File: src/rtl/pipe_stage_skid_pkg.sv
// Shared types for the elastic pipeline stage: occupancy state encoding and
// a helper that maps a state onto its held-beat count.
package pipe_stage_skid_pkg;

  typedef enum logic [1:0] {
    PS_EMPTY = 2'd0,
    PS_BUSY  = 2'd1,
    PS_FULL  = 2'd2
  } pipe_state_t;

  function automatic logic [1:0] occ_of(input pipe_state_t s);
    case (s)
      PS_BUSY: return 2'd1;
      PS_FULL: return 2'd2;
      default: return 2'd0;
    endcase
  endfunction

endpackage

File: src/rtl/pipe_stage_skid.sv
// Reusable elastic pipeline register with valid/ready flow control, an
// optional 2-entry skid buffer (registered ready) and synchronous flush.
module pipe_stage_skid
  import pipe_stage_skid_pkg::*;
#(
  parameter int DATA_W        = 32,
  parameter int SKID          = 1,
  parameter int ZERO_ON_FLUSH = 1
) (
  input  logic              clk_in,
  input  logic              rst_in,
  input  logic              flush_in,
  input  logic              s_valid_in,
  output logic              s_ready_out,
  input  logic [DATA_W-1:0] s_data_in,
  output logic              m_valid_out,
  input  logic              m_ready_in,
  output logic [DATA_W-1:0] m_data_out,
  output logic [1:0]        occ_out
);

  logic w_accept;
  logic w_consume;

  assign w_accept  = s_valid_in && s_ready_out;
  assign w_consume = m_valid_out && m_ready_in;

  if (SKID != 0) begin : g_skid
    pipe_state_t       r_state;
    pipe_state_t       w_state_nxt;
    logic              r_ready;
    logic [DATA_W-1:0] r_main;
    logic [DATA_W-1:0] r_skid;

    // Ready is registered from the next state so m_ready_in never reaches s_ready_out.
    always_ff @(posedge clk_in or negedge rst_in) begin
      if (!rst_in) begin
        r_state <= PS_EMPTY;
        r_ready <= 1'b1;
      end else begin
        r_state <= w_state_nxt;
        r_ready <= (w_state_nxt != PS_FULL);
      end
    end

    always_comb begin
      w_state_nxt = r_state;
      if (flush_in) begin
        w_state_nxt = PS_EMPTY;
      end else begin
        case (r_state)
          PS_EMPTY: if (w_accept) w_state_nxt = PS_BUSY;
          PS_BUSY: begin
            if (w_accept && !w_consume)      w_state_nxt = PS_FULL;
            else if (!w_accept && w_consume) w_state_nxt = PS_EMPTY;
          end
          PS_FULL:  if (w_consume) w_state_nxt = PS_BUSY;
          default:  w_state_nxt = PS_EMPTY;
        endcase
      end
    end

    always_ff @(posedge clk_in or negedge rst_in) begin
      if (!rst_in) begin
        r_main <= '0;
        r_skid <= '0;
      end else if (flush_in) begin
        if (ZERO_ON_FLUSH != 0) begin
          r_main <= '0;
          r_skid <= '0;
        end
      end else begin
        case (r_state)
          PS_EMPTY: if (w_accept) r_main <= s_data_in;
          PS_BUSY: begin
            if (w_accept && w_consume) r_main <= s_data_in;
            else if (w_accept)         r_skid <= s_data_in;
          end
          PS_FULL:  if (w_consume) r_main <= r_skid;
          default: ;
        endcase
      end
    end

    always_comb begin
      m_valid_out = (r_state != PS_EMPTY);
      m_data_out  = r_main;
      occ_out     = occ_of(r_state);
      s_ready_out = r_ready;
    end
  end else begin : g_single
    pipe_state_t       r_state;
    pipe_state_t       w_state_nxt;
    logic [DATA_W-1:0] r_main;

    always_ff @(posedge clk_in or negedge rst_in) begin
      if (!rst_in) r_state <= PS_EMPTY;
      else         r_state <= w_state_nxt;
    end

    // In BUSY an accept implies a same-cycle consume, so the stage stays BUSY.
    always_comb begin
      w_state_nxt = r_state;
      if (flush_in)                      w_state_nxt = PS_EMPTY;
      else if (w_accept)                 w_state_nxt = PS_BUSY;
      else if (w_consume)                w_state_nxt = PS_EMPTY;
      else if (r_state == PS_FULL)       w_state_nxt = PS_EMPTY;
    end

    always_ff @(posedge clk_in or negedge rst_in) begin
      if (!rst_in) begin
        r_main <= '0;
      end else if (flush_in) begin
        if (ZERO_ON_FLUSH != 0) r_main <= '0;
      end else if (w_accept) begin
        r_main <= s_data_in;
      end
    end

    always_comb begin
      m_valid_out = (r_state != PS_EMPTY);
      m_data_out  = r_main;
      occ_out     = occ_of(r_state);
      s_ready_out = (r_state == PS_EMPTY) || m_ready_in;
    end
  end

endmodule

File: config.mk
export PLATFORM = sky130hd
export DESIGN_NAME = pipe_stage_skid
export DESIGN_NICKNAME = d
export VERILOG_FILES = /design/src/rtl/pipe_stage_skid_pkg.sv /design/src/rtl/pipe_stage_skid.sv
export SDC_FILE = /design/constraint.sdc
export NUM_CORES = 1
export LEC_CHECK = 0
export ABC_CLOCK_PERIOD_IN_PS = 2800
export CORE_UTILIZATION = 30
export DETAILED_ROUTE_END_ITERATION = 16
export MAX_ROUTING_LAYER = met4
export SLEW_MARGIN = 10
export SYNTH_ARGS = -nofsm -noshare
export SYNTH_HDL_FRONTEND = slang
export SYNTH_SLANG_ARGS = --single-unit
File: constraint.sdc
create_clock -name clk_in -period 2.8 [get_ports clk_in]
set_clock_uncertainty 0.05 [all_clocks]
set_input_delay 0.56 -clock clk_in [delete_from_list [all_inputs] [get_ports clk_in]]
set_output_delay 0.56 -clock clk_in [all_outputs]
set_load 0.005 [all_outputs]
==> results.tsv <==
metric	value	unit
stdcell_count	460	
netlist_top_cells_area	dfrtp_1 52%, mux2i_1 10%, a22o_1 8.8%	
clkSinkCount	67	
vias_per_cell	5.07	
endpoint_kind	output pin	
synthesis.area	3170	um2
vias	2330	
grt_pass1_vias	2413	
fin_tns_setup	0	ps
avgSynthCellArea	12.6	um2
max-vdd-ir-drop	0.000360	V
die_area	11000	um2
critical-path-max-stage-delay	580	ps
ys_ff_latch	67	
cp_cell_sequence	inv_1 -> ha_1 -> clkdlybuf4s50_1	
wl	7.90	mm
root_buffer	clkbuf_8	
antenna_found_initial	0	
synth_top_area_share	52.1	%
start_kind	flop	
die_h	105	um
worstSetupPathType	flop to output pin	
grt_pass1_wl	12.9	mm
grt_max_degree	68	
hp-class	primary input to asynchronous set/reset pin	
min_period_over_period	88.1	%
diodes	0	
core-area	10300	um2
cts.path.max_buffers	2	
synth_edf_count	0	
final_nets	362	
yosysUniqueCellTypes	29	
cts_tree	yes	
wl_per_cell	17.2	um
nFillCells	1007	
yosysTopAreaCell	dfrtp_1	
drv_cap	0	
syn_nets	294	
status	completed	
cp_max_fo	8	
yosysWarningCount	0	
r2r-start	g_skid.r_state[1]	
cp-startpoint	g_skid.r_state[1]	
finalPower	3.91	mW
firstDrtPassIters	6	
clkPwrFrac	17.3	%
overflow	0	
io_buffer_count	72	
drv_slew	0	
required	2190	ps
drt_iter0_drc	109	
grt_usage	15.5	%
hold_viol_final	0	
io_pins	73	
postCtsSetupBuffers	0	
multi_input_area	1370	um2
ys_seq_area_share	52.9	%
finalSetupViolations	0	
grt_setup_unrepaired	false	
async_flop_share	100	%
finalWeightedCongestion	0.679	
p_leak	1.70	nW
intPower	2.46	mW
num_rows	37	
yosys-top-cells-count	66 x dfrtp_1, 35 x a21oi_1, 32 x a22o_1, 32 x mux2i_1, 20 x a211oi_2	
fmax	406	MHz
power_switching	1.45	mW
cp_slowest_cell	clkdlybuf4s50_1	
r2r_slack	640	ps
synth_most_common_cell	dfrtp_1	
start_util	30.8	%
cts.hold.buffers_added	0	
holdWs	267	ps
final-seq-area	1680	um2
cp.arrival	1860	ps
switching_share	37.2	%
drc	0	
powerDensity	934	nW/um2
combPwrFrac	46.8	%
utilization	40.7	%
area_growth	32.1	%
period_minus_slack	2470	ps
numCtsBuffers	9	
cts.clk_slew.worst_paths	70	ps
drtAntennaViolNets	0	
pwr-share-seq	35.9	%
drive_above_1_share	16.7	%
dp_hpwl	4.91	mm
synthFlopType	dfrtp_1	
htreeDepth	3	
clk_latency	330	ps
synthCells	252	
slew_headroom	41.7	%
tightestPinTransition	874	ps
dp_cells	445	
cts_resized	0	
die_w	105	um
[cell type report]
cell class,instances,share of cell area (%)
flip-flops and latches,67,40.1
multi-input cells,156,32.6
repair buffers,82,19.1
well taps,136,4.06
clock buffers,10,3.05
clock inverters,5,0.747
inverters,4,0.359
[registers in the layout, summed over array words and instances, names as in the netlist]
name	count
g_skid.r_skid	32
m_data_out	32
g_skid.r_state	2
s_ready_out	1
[per-layer routing]
metal | wire (um) | up-vias | global-route usage (%)
li1 | - | 1092 | -
met1 | 3810 | 1167 | 21.3
met2 | 3630 | 62 | 22.5
met3 | 349 | 9 | 4.05
met4 | 106 | 0 | 4.43
met5 | 0 | - | -
[placed cells by master, fill, tap and decap left out, types with 2 or more instances in the layout]
master | netlist | final
clkdlybuf4s50_1 | 0 | 70
dfrtp_1 | 66 | 66
a21oi_1 | 35 | 35
a22o_1 | 32 | 32
mux2i_1 | 32 | 32
a211oi_2 | 20 | 20
a211oi_1 | 12 | 12
buf_4 | 1 | 10
clkbuf_8 | 0 | 9
inv_1 | 4 | 4
ha_1 | 5 | 4
clkinv_2 | 0 | 3
and3_1 | 2 | 2
nand2_1 | 2 | 2
o21ai_0 | 2 | 2
nor2_1 | 2 | 2
[power by group through the flow]
stage          clock (mW)  sequential (mW)  combinational [mW]
6_report            0.675             1.41                1.83
3_5_place_dp            0             1.42                1.85
5_1_grt             0.764             1.44                1.98
3_3_place_gp            0             1.42                1.83
4_1_cts             0.709             1.41                1.85
2_1_floorplan           0             1.40                1.09
[cells by family (layout without fill, tap and decap cells)]
group	Yosys count	in the layout	synth area share, %
flip-flops	67	67	52.9
AO/OA/AOI/OAI	108	108	28.0
buffers and inverters	29	101	4.93
AND/OR/NAND/NOR	11	11	2.09
adder cells (fa/ha/maj)	5	5	1.97
multiplexers	32	32	10.1
[worst paths after layout]
path	endpoint	cells past startpoint
setup reg to reg	m_data_out[22]	7
min in group clk_in	g_skid.r_skid[17]	1
hold / removal	g_skid.r_skid[31]	1
max in group asynchronous	m_data_out[17]	1
setup / recovery	occ_out[0]	3
hold reg to reg	g_skid.r_skid[17]	1
[per-stage QoR]
stage	instance area, um2	setup slack (ps)
floorplan	3170	909
global placement	4030	362
detailed placement	4030	309
CTS	4190	305
global route	4190	240
finish	4190	334
[worst max-delay path: cells and delay by family (launching register included)]
| kind | cells | cell delay (ps) |
|---|---|---|
| adders and majority gates | 1 | 410 |
| buffers and inverters | 2 | 700 |
| DFF | 1 | 430 |
Note: power is estimated with default switching activity, not from simulation.
